[config.mk]
export PLATFORM = sky130hd
export DESIGN_NAME = rst_seq_ctrl
export DESIGN_NICKNAME = d
export VERILOG_FILES = /design/src/rtl/rst_seq_pkg.sv /design/src/rtl/rst_req_capture.sv /design/src/rtl/rst_seq_ctrl.sv
export SDC_FILE = /design/constraint.sdc
export NUM_CORES = 1
export LEC_CHECK = 0
export CAP_MARGIN = 30
export CORE_MARGIN = 2
export CORE_UTILIZATION = 32
export DETAILED_ROUTE_END_ITERATION = 7
export HOLD_SLACK_MARGIN = 0.03
export SLEW_MARGIN = 5
export SYNTH_ARGS = -nofsm -noshare
export SYNTH_HDL_FRONTEND = slang
export SYNTH_HIERARCHICAL = 1
export SYNTH_SLANG_ARGS = --single-unit
[constraint.sdc]
create_clock -name clk -period 3.3 [get_ports clk]
set_clock_uncertainty 0.05 [all_clocks]
set_input_delay 0.66 -clock clk [delete_from_list [all_inputs] [get_ports clk]]
set_output_delay 0.66 -clock clk [all_outputs]
set_load 0.005 [all_outputs]
[src/rtl/rst_seq_pkg.sv]
// Shared types and defaults for the reset/power-up sequencer.
// The lock timeout is only built when RST_SEQ_LOCK_TMO_EN is defined.
package rst_seq_pkg;

  typedef enum logic [2:0] {
    HOLD,
    PRE,
    PWRDN,
    LOCK,
    CORE,
    RUN
  } rst_seq_state_t;

  localparam int DEF_NREQ      = 3;
  localparam int DEF_HOLD_CYC  = 1300;
  localparam int DEF_PRE_CYC   = 300;
  localparam int DEF_PWRDN_CYC = 200;
  localparam int DEF_APP_DLY   = 16;
  localparam int DEF_LOCK_TMO  = 10000;
  localparam int DEF_CW        = 20;

  // Smallest counter width able to hold the largest terminal count (max - 1).
  function automatic int rst_seq_cw_min(input int hold_cyc, input int pre_cyc,
                                        input int pwrdn_cyc, input int app_dly,
                                        input int lock_tmo);
    int m;
    m = hold_cyc;
    if (pre_cyc > m) m = pre_cyc;
    if (pwrdn_cyc > m) m = pwrdn_cyc;
    if (app_dly > m) m = app_dly;
    if (lock_tmo > m) m = lock_tmo;
    return (m <= 1) ? 1 : $clog2(m);
  endfunction

endpackage

[src/rtl/rst_req_capture.sv]
// One requester: rising-edge detect plus a pending bit that is set on an
// edge and cleared when the sequencer serves it (an edge always wins).
module rst_req_capture (
  input  logic clk,
  input  logic rst,
  input  logic req,
  input  logic serve,
  output logic edge_seen,
  output logic pending
);

  logic req_q;

  assign edge_seen = req & ~req_q;

  always_ff @(posedge clk) begin
    if (rst) begin
      req_q   <= 1'b0;
      pending <= 1'b0;
    end else begin
      req_q <= req;
      if (edge_seen) begin
        pending <= 1'b1;
      end else if (serve) begin
        pending <= 1'b0;
      end
    end
  end

endmodule

[src/rtl/rst_seq_ctrl.sv]
// Reset and transceiver power-up sequencer: HOLD -> PRE -> PWRDN -> LOCK -> CORE -> RUN.
// Define RST_SEQ_LOCK_TMO_EN to build the lock-wait timeout and sticky lock_fail flag.
//
// Handshake: req[i] is a level; only its 0->1 transition counts as a request. Each
// request is answered by exactly one single-cycle ack[i] pulse on the cycle RUN is entered.
module rst_seq_ctrl
  import rst_seq_pkg::*;
#(
  parameter int NREQ      = DEF_NREQ,
  parameter int HOLD_CYC  = DEF_HOLD_CYC,
  parameter int PRE_CYC   = DEF_PRE_CYC,
  parameter int PWRDN_CYC = DEF_PWRDN_CYC,
  parameter int APP_DLY   = DEF_APP_DLY,
  parameter int LOCK_TMO  = DEF_LOCK_TMO,
  parameter int CW        = DEF_CW
) (
  input  logic            clk,
  input  logic            sys_rst,
  input  logic [NREQ-1:0] req,
  input  logic            gxb_locked,
  output logic [NREQ-1:0] ack,
  output logic            gxb_pwrdn,
  output logic            core_rst_n,
  output logic            app_rst_n,
  output logic            busy,
  output logic [NREQ-1:0] cause,
  output logic            lock_fail,
  output rst_seq_state_t  dbg_state
);

  localparam int CW_MIN = rst_seq_cw_min(HOLD_CYC, PRE_CYC, PWRDN_CYC, APP_DLY, LOCK_TMO);

  if (CW < CW_MIN) begin : g_cw_check
    $error("rst_seq_ctrl: CW is too small for the cycle parameters");
  end

  rst_seq_state_t  state, state_n;
  logic [CW-1:0]   cnt, cnt_n;
  logic [NREQ-1:0] edge_seen, pending;
  logic            restart, serve, counting;
`ifdef RST_SEQ_LOCK_TMO_EN
  logic            tmo_hit;
`endif

  for (genvar i = 0; i < NREQ; i++) begin : g_req
    rst_req_capture u_cap (
      .clk      (clk),
      .rst      (sys_rst),
      .req      (req[i]),
      .serve    (serve),
      .edge_seen(edge_seen[i]),
      .pending  (pending[i])
    );
  end

  always_comb begin
    state_n = state;
`ifdef RST_SEQ_LOCK_TMO_EN
    tmo_hit = 1'b0;
`endif
    case (state)
      HOLD:  if (cnt == CW'(HOLD_CYC - 1))  state_n = PRE;
      PRE:   if (cnt == CW'(PRE_CYC - 1))   state_n = PWRDN;
      PWRDN: if (cnt == CW'(PWRDN_CYC - 1)) state_n = LOCK;
      LOCK: begin
        if (gxb_locked) begin
          state_n = CORE;
`ifdef RST_SEQ_LOCK_TMO_EN
        end else if (cnt == CW'(LOCK_TMO - 1)) begin
          state_n = HOLD;
          tmo_hit = 1'b1;
`endif
        end
      end
      CORE:    if (cnt == CW'(APP_DLY - 1)) state_n = RUN;
      RUN:     state_n = RUN;
      default: state_n = HOLD;
    endcase

    // A fresh request edge overrides whatever phase we are in, HOLD included.
    restart = |edge_seen;
    if (restart) state_n = HOLD;

    serve = (state_n == RUN) && (state != RUN);

`ifdef RST_SEQ_LOCK_TMO_EN
    counting = (state != RUN);
`else
    counting = (state != RUN) && (state != LOCK);
`endif
    cnt_n = (restart || (state_n != state) || !counting) ? '0 : cnt + 1'b1;
  end

  always_ff @(posedge clk) begin
    if (sys_rst) begin
      state      <= HOLD;
      cnt        <= '0;
      ack        <= '0;
      gxb_pwrdn  <= 1'b0;
      core_rst_n <= 1'b0;
      app_rst_n  <= 1'b0;
      busy       <= 1'b1;
      cause      <= '0;
`ifdef RST_SEQ_LOCK_TMO_EN
      lock_fail  <= 1'b0;
`endif
    end else begin
      state      <= state_n;
      cnt        <= cnt_n;
      ack        <= serve ? pending : '0;
      if (serve) cause <= pending;
      gxb_pwrdn  <= (state_n == PWRDN);
      core_rst_n <= (state_n == CORE) || (state_n == RUN);
      app_rst_n  <= (state_n == RUN);
      busy       <= (state_n != RUN);
`ifdef RST_SEQ_LOCK_TMO_EN
      if (tmo_hit) lock_fail <= 1'b1;
`endif
    end
  end

`ifndef RST_SEQ_LOCK_TMO_EN
  assign lock_fail = 1'b0;
`endif

  assign dbg_state = state;

endmodule

==> results of run 1 <==
-- layout make-up --
cell class	instances	area, µm²
timing repair buffer	19	188
multi-input combinational	146	1030
inverter	2	7.51
fill	577	3350
clock inverter	2	60.1
tap	72	90.1
clock buffer	6	72.6
sequential	39	781
-- state kept, by name, summed over array words and instances (netlist names), 3 cells and up --
signal / count
cnt: 20
ack: 3
g_req.u_cap/pending: 3
dbg_state: 3
g_req.u_cap/req_q: 3
cause: 3
-- cells in the mapped netlist (all sizes together), types with 4 or more instances --
library cell / n / area (µm²)
nor2b: 17 / 129
dfxtp: 39 / 781
nand4: 8 / 50.1
xor2: 13 / 114
buf: 5 / 36.3
and2: 5 / 31.3
and4: 4 / 35.0
nand3: 9 / 50.1
and3: 5 / 31.3
nand2b: 4 / 25.0
xnor2: 5 / 43.8
nor2: 27 / 126
nand2: 14 / 52.6
-- power by group --
| group | switching (mW) | leakage, nW | total, mW | internal [mW] |
|---|---|---|---|---|
| Clock | 0.164 | 0.0654 | 0.467 | 0.302 |
| Combinational | 0.0158 | 0.415 | 0.0331 | 0.0172 |
| Sequential | 0.00422 | 0.316 | 0.480 | 0.476 |
| Total | 0.184 | 0.796 | 0.980 | 0.795 |
-- metrics by stage --
step | total power [mW] | cell area (µm²) | setup slack (ns) | utilization | instances
after floorplan | 0.514 | 1860 | 1.33 | - | 195
after global placement | 0.525 | 2090 | 0.685 | 0.376 | 278
after detailed placement | 0.525 | 2090 | 0.600 | 0.376 | 278
after CTS | 0.991 | 2230 | 0.894 | 0.400 | 286
after global routing | 1.01 | 2230 | 0.688 | 0.400 | 286
final | 0.980 | 2230 | 0.919 | 0.400 | 286
-- worst min-delay path by stage --
stage	start	endpoint	slack, ns	depth (start not counted)
floorplan	cnt[0]$_SDFF_PP0_	cnt[0]$_SDFF_PP0_	0.38	1
global placement	cnt[0]$_SDFF_PP0_	cnt[0]$_SDFF_PP0_	0.40	1
detailed placement	cnt[0]$_SDFF_PP0_	cnt[0]$_SDFF_PP0_	0.41	1
CTS	cnt[0]$_SDFF_PP0_	cnt[0]$_SDFF_PP0_	0.42	1
global route	cnt[0]$_SDFF_PP0_	cnt[0]$_SDFF_PP0_	0.46	1
finish	cnt[0]$_SDFF_PP0_	cnt[0]$_SDFF_PP0_	0.42	1
-- layer usage --
metal,vias to the layer above,share of wire
met1,650,0.53
met3,4,0.022
met4,0,0.015
met5,-,0
li1,706,-
met2,31,0.43
-- layout by cell type (no fill, tap or decap), types with 3 or more instances in the layout --
cell type | Yosys | layout
sky130_fd_sc_hd__o21ba_1 | 3 | 3
sky130_fd_sc_hd__nand4_1 | 8 | 8
sky130_fd_sc_hd__nor2_1 | 17 | 17
sky130_fd_sc_hd__xnor2_1 | 5 | 5
sky130_fd_sc_hd__a21oi_1 | 3 | 3
sky130_fd_sc_hd__clkbuf_8 | 0 | 5
sky130_fd_sc_hd__nand2b_1 | 4 | 4
sky130_fd_sc_hd__and3_1 | 5 | 5
sky130_fd_sc_hd__clkdlybuf4s50_1 | 0 | 18
sky130_fd_sc_hd__and2_1 | 5 | 5
sky130_fd_sc_hd__nor2_2 | 10 | 10
sky130_fd_sc_hd__nor2b_1 | 14 | 14
sky130_fd_sc_hd__nand4b_1 | 3 | 3
sky130_fd_sc_hd__xor2_1 | 13 | 13
sky130_fd_sc_hd__a32oi_1 | 3 | 3
sky130_fd_sc_hd__nor2b_4 | 3 | 3
sky130_fd_sc_hd__dfxtp_1 | 39 | 39
sky130_fd_sc_hd__nand2_1 | 14 | 14
sky130_fd_sc_hd__nand3_1 | 8 | 8
sky130_fd_sc_hd__and4_1 | 4 | 4
-- kinds of logic after synthesis --
family,after synthesis,share of synthesized area
DFF,39,0.419
other,1,0.00201
buffers and inverters,10,0.0295
AOI/OAI and AO/OA,21,0.106
xor gates and xnor gates,18,0.0846
adders and majority gates,2,0.0134
and+or+nand+nor,104,0.346
==> results.md, run 1 <==
Worst setup path:
- Grouping stages by cell kind, the critical path spends the most delay in compound AO/OA/AOI/OAI gates.
- The critical path is of the primary input to register type.
- The critical path data arrival time is 2.55 ns.
- In this run the worst setup path begins at req[1].
- STA classifies the critical path endpoint as a register.
- Walking the worst path, the cells encountered are clkdlybuf4s50_1 > nor2b_4 > a2111oi_1 > nand2b_1 > nor2_1 > a31oi_4 > nor2_1.
- The worst register-to-register path ends at cnt[7]$_SDFF_PP0_.
- At the worst endpoint, the required time is 3.46 ns.
- The critical path crosses 7 cells after its start point.
- For flop-to-flop paths, the worst setup slack is 0.99 ns.
- The slowest stage of the critical path belongs to the cell sky130_fd_sc_hd__a2111oi_1.
- The largest stage delay on the critical path is 0.46 ns.
- Counting both buffers and inverters, the worst setup path holds a total of 1.
- The worst setup path is launched from a primary input.
- The maximum fanout along the worst path is 20.
- The number of cells on the worst reg-to-reg path is 6.
- In this run the worst setup path terminates at cnt[7]$_SDFF_PP0_.
- The worst register-to-register path begins at cnt[0]$_SDFF_PP0_.
- The cell repeated most along the worst path is sky130_fd_sc_hd__nor2_1.

Routing:
- The post-detailed-route wirelength per cell is 12.7 µm.
- The detailed-router iteration count before antenna repair is 6.
- After detailed routing, the total wire length is 3.64 mm.
- The number of vias after detailed routing is 1391.
- In this run the remaining antenna-violating nets after routing total 0.
- The detailed-route vias per instance is 4.86.
- In this run, the number of DRC markers left after iteration 0 of detailed routing was 92.
- For this run, design rule violations remaining after detail routing come to 0.

Yosys:
- Synthesis inferred 39 register bits.
- In the synthesized netlist the dominant register cell turns out to be sky130_fd_sc_hd__dfxtp_1.
- The total nets after synthesis is 203.
- A synthesized cell averages 9.56 µm².
- For this run, the register share of the synthesized area comes to 0.419.
- The mapped cell area is 1860 µm².
- Yosys printed 6 warnings.
- After synthesis, the netlist uses 44 different library cells.
- The proportion of synthesized flip-flops having asynchronous set or reset is 0.
- The count of flip-flops with a built-in enable after synthesis is 0.
- Synthesis handed over a netlist of 195 instances.

Floorplanning:
- The initial core utilization is 0.334.
- The die area is 6450 µm².
- The placement row count is 27.
- In this run the vertical extent of the chip is 80.3 µm.
- The width of the chip is 80.3 µm.
- The number of ports placed on the die boundary is 20.
- The region available for standard cell placement spans 5570 µm².

Cells and area:
- Relative to the synthesized area, the layout overhead comes to 19.5%.
- In the final layout, the share of cells above drive strength 1 is 0.145.
- The number of antenna diodes is 0.
- After the last flow step, the layout net total stands at 221.

Clock network:
- In this run, post-CTS hold repair placed 0 buffers.
- The CTS sink count is 39.
- The depth of the CTS H-tree is 2.
- The clock root buffer master is sky130_fd_sc_hd__clkbuf_8.
- Gates resized during post-CTS repair numbered 0.
- Clock-pin slew was measured on the worst setup and hold paths at 0.08 ns.
- At the later pin of the worst-skew pair, clock insertion delay measures 0.28 ns.
- The number of buffers added for setup after CTS is 0.
- The CTS tree is yes.
- In this run the deepest clock path goes through 2 buffers.
- The number of clock buffers added by TritonCTS is 5.

Timing:
- The final number of hold-violating endpoints is 0.
- The final critical path time including I/O delays and setup is 2.38 ns.
- Static timing analysis puts the maximum clock frequency at 0.420 GHz.
- Setup repair after global routing left no endpoint under its margin.
- The slew at the pin with the worst max-slew slack is 0.732 ns.
- The final sum of negative setup slack is 0 ns.
- Setup violations remaining at the end of the flow were counted as 0.
- On the final layout, the worst hold slack is 0.418 ns.
- The final period utilization is 0.722.
- The worst pin sits at a relative slew slack of 0.512.
- The count of final max-slew check failures is 0.

Pwr:
- The total power divided by cell area is 440 nW/µm².
- The standby leakage power is 0.796 nW.
- The peak supply drop is 185 µV.

GRT:
- The wire length of the first global-routing pass is 6.33 mm.
- The initial antenna violation count was 0.
- The pin count of the biggest net entering global routing is 21.
- The most used routing layer is met2.
- The overall fraction of global-route tracks in use is 0.125.
- The met1 global-route usage is 0.170.
- The total overflow reported by the global router is 0.
- The via count of the first global-routing pass is 1356.
- In the global route stage, met2 resource usage came out at 0.193.
- The met3 usage in global routing is 0.0247.

Placed design:
- The HPWL after detailed placement is 2.47 mm.
- The last weighted congestion value of the routability-driven placer is 0.713.
- The count of buffers added on input and output ports is 18.

Job:
- The count of maximum capacitance violations is 0.

Hold path:
- The path class of the tightest hold or removal check is register to register.

Run status:
- The flow ran to the end, and the final reports show no timing, DRC or antenna violations.
Power figures use the tool's default switching activity.
==> run 2, diff against run 1 <==
==> constraint.sdc (replaced) <==
create_clock -name clk -period 2.11 [get_ports clk]
set_clock_uncertainty 0.05 [all_clocks]
set_input_delay 0.422 -clock clk [delete_from_list [all_inputs] [get_ports clk]]
set_output_delay 0.422 -clock clk [all_outputs]
set_load 0.005 [all_outputs]
==> run 2 against run 1 <==
Count of clock-buffer cells in the layout did not move. Critical path depth decreased by 1. Worst hold slack worse by 0.037 ns. Critical path type is now register to register. Wire length is 0.11% higher.
==> results.md, run 2 (synthesis gave the netlist of run 1 again) <==
Floorplanning:
- The placeable core region came to 5570 µm² (unchanged).
- The number of ports placed on the die boundary is 20 (unchanged).
- The vertical die dimension is 80.3 µm (unchanged).
- The initial core utilization is 0.334 (unchanged).
- The placement row count is 27 (unchanged).
- The die area was 6450 µm² (unchanged).
- The width of the chip is 80.3 µm (unchanged).

GRT:
- The total overflow reported by the global router came to 0 (unchanged).
- The pin count of the biggest net entering global routing came to 21 (unchanged).
- The via count of the first global-routing pass was 1326 (-2.2%).
- The overall fraction of global-route tracks in use was 0.126 (+0.000649).
- The wire length of the first global-routing pass is 6.27 mm (-0.98%).
- The initial antenna violation count is 0 (unchanged).

Hold path:
- The path type of the worst min-delay path is register to register.
- The number of cells on the worst hold path was 1 (unchanged).

Routing:
- The post-detailed-route wirelength per cell is 12.1 µm (-4.6%).
- The wire length on met2 is 1.55 mm (-2.0%).
- The detailed-router iteration count before antenna repair is 4 (-2).
- The detailed router used layers up to and including met4.
- The number of vias after detailed routing is 1429 (+2.7%).
- The met1 layer wirelength in the final routing is 1.85 mm (-3.8%).
- The detailed-route vias per instance came to 4.76 (-2.1%).
- The antenna violation net count after detailed routing came to 0 (unchanged).
- The post-route DRC violation count was 0 (unchanged).
- The routed length on met3 is 168 µm (+110%).
- The final wirelength is 3.64 mm (+0.11%).
- The detailed router's first-iteration violation count is 70 (-24%).

Pwr:
- The portion of total power attributed to combinational logic is 0.044 (+0.010).
- The share of power burned in the clock network is 0.440 (-0.036).
- The total power divided by cell area is 621 nW/µm² (+41%).
- The part of the power in registers is 0.516 (+0.026).
- The internal power component is 1.16 mW (+46%).
- The peak supply drop was 253 µV (+37%).
- The standby leakage power is 0.868 nW (+9.0%).
- The net switching share of the total power is 0.200 (+0.0116).
- The net switching component of the power came to 0.291 mW (+58%).

Timing:
- The count of final max-slew check failures came to 0 (unchanged).
- The final number of setup-violating endpoints is 0 (unchanged).
- Setup repair after global routing left no endpoint under its margin.
- For this run, the top clock speed supported by timing is 0.510 GHz.
- The final number of hold-violating endpoints is 0 (unchanged).
- The final period utilization is 0.929.
- The final critical path time including I/O delays and setup is 1.96 ns.
- The final sum of negative setup slack is 0 ns (unchanged).

Job:
- The count of maximum capacitance violations was 0 (unchanged).

Worst setup path:
- Traced cell by cell, the critical path runs through and4b_1 > nand4_1 > a211o_4 > a31oi_4 > buf_12 > nor2_1.
- The maximum fanout along the worst path is 20 (unchanged).
- The kind of end point of the critical path is a register.
- STA classifies the critical path startpoint as a register.
- The largest stage delay on the critical path is 0.52 ns (+0.06 ns).
- The cell at the slowest stage of the critical path is sky130_fd_sc_hd__dfxtp_1.
- The total number of cells along the worst setup path was 6 (-1).
- The setup path with the least slack is of type register to register.
- The critical path data arrival time is 2.09 ns (-0.46 ns).
- The data required time at the worst endpoint is 2.24 ns (-1.22 ns).
- The category of cells accounting for the largest share of critical-path delay is compound AO/OA/AOI/OAI gates.
- The sum of buffers and inverters on the critical path is 1 (unchanged).
- The cell count of the worst reg-to-reg path was 6 (unchanged).

Clock network:
- The buffer depth of the longest clock path is 2 (unchanged).
- The number of buffers added for setup after CTS was 0 (unchanged).
- The hold buffer count at cts was 0 (unchanged).
- The TritonCTS buffer count is 5 (unchanged).
- The insertion delay of the later-clocked pin in the worst-skew pair is 0.29 ns (about the same).
- The count of cells resized by post-cts repair is 0 (unchanged).
- The tree is rooted in a sky130_fd_sc_hd__clkbuf_8.
- The CTS sink count is 39 (unchanged).
- The depth of the CTS H-tree is 2 (unchanged).
- The clock transition time at the flip-flop clock pins of the worst setup and hold paths came to 0.08 ns (about the same).
- TritonCTS built the clock tree.

Run status:
- The run finished with clean final reports.

Cells and area:
- The net count of the finished layout was 235 (+6.3%).
- The flip-flop count of the largest register after layout was 20 (unchanged).
- The count of fill cells added during filler insertion is 541 (-6.2%).
- The area growth from synthesis to layout is 25.6%.
- The count of non-filler cells in the finished layout was 300 (+4.9%).
- The number of antenna diodes is 0 (unchanged).
- In the layout the commonest cells are sky130_fd_sc_hd__dfxtp_1, sky130_fd_sc_hd__clkdlybuf4s50_1, sky130_fd_sc_hd__nor2_1.
- The commonest non-fill, non-tap cell in the layout is sky130_fd_sc_hd__dfxtp_1.
- The register containing the most flip-flops in the final layout is cnt.
- The share of layout cells above drive strength 1 is 0.219 (+0.0744).

Placed design:
- The count of input and output buffers was 18 (unchanged).
- The half-perimeter wire length after detailed placement was 2.64 mm (+7.0%).
- The number of instances in the placed design is 292 (+5.0%).
- The last weighted congestion value of the routability-driven placer was 0.769 (+7.8%).
## run 2: path summary, 6_finish.rpt
check	slack, ns	start	endpoint
setup / recovery	0.15	dbg_state[1]$_SDFF_PP0_	cnt[19]$_SDFF_PP0_
hold / removal	0.38	cnt[0]$_SDFF_PP0_	cnt[0]$_SDFF_PP0_
setup reg to reg	0.15	dbg_state[1]$_SDFF_PP0_	cnt[19]$_SDFF_PP0_
hold reg to reg	0.38	cnt[0]$_SDFF_PP0_	cnt[0]$_SDFF_PP0_
## run 2: layout make-up
| class | instances | area (µm²) | area share |
|---|---|---|---|
| Timing Repair Buffer | 33 | 305 | 0.130 |
| Sequential cell | 39 | 782 | 0.334 |
| Tap cell | 72 | 90.1 | 0.0385 |
| Clock inverter | 2 | 35.0 | 0.0150 |
| Inverter | 2 | 7.51 | 0.00321 |
| Clock buffer | 6 | 82.6 | 0.0353 |
| Multi-Input combinational cell | 146 | 1040 | 0.444 |
## run 2: through the flow
stage                     power, mW  area, µm²  setup slack [ns]  hold WS (ns)   util
after global placement        0.831       2210            -0.138         0.401  0.397
after detailed placement      0.831       2210            -0.189         0.406  0.397
after floorplan               0.803       1860             0.270         0.379      -
after CTS                      1.48       2330            0.0712         0.426  0.418
final                          1.45       2340             0.150         0.381  0.420
after global routing           1.52       2340            0.0160         0.431  0.420
## run 2: routing by layer
layer  global-route usage  up-vias
met5                    0        -
li1                     -      740
met1                0.176      649
met3               0.0315        6
met2                0.174       34
met4               0.0678        0
## run 2: power groups by stage
stage	Sequential, mW	Combinational (mW)	Clock, mW
final	0.751	0.0636	0.640
after global routing	0.752	0.0702	0.695
after CTS	0.751	0.0635	0.666
after detailed placement	0.768	0.0631	0
after global placement	0.768	0.0632	0
after floorplan	0.766	0.0371	0
==> run 3, diff against run 2 <==
--- a/config.mk
+++ b/config.mk
@@ -8,6 +8,7 @@
 export CAP_MARGIN = 30
 export CORE_MARGIN = 2
 export CORE_UTILIZATION = 32
+export CTS_BUF_LIST = sky130_fd_sc_hd__clkbuf_8 sky130_fd_sc_hd__clkbuf_16
 export DETAILED_ROUTE_END_ITERATION = 7
 export HOLD_SLACK_MARGIN = 0.03
 export SLEW_MARGIN = 5
==> results of run 3 <==
No change in the layout: final DEF, timing and power equal those of run 2.
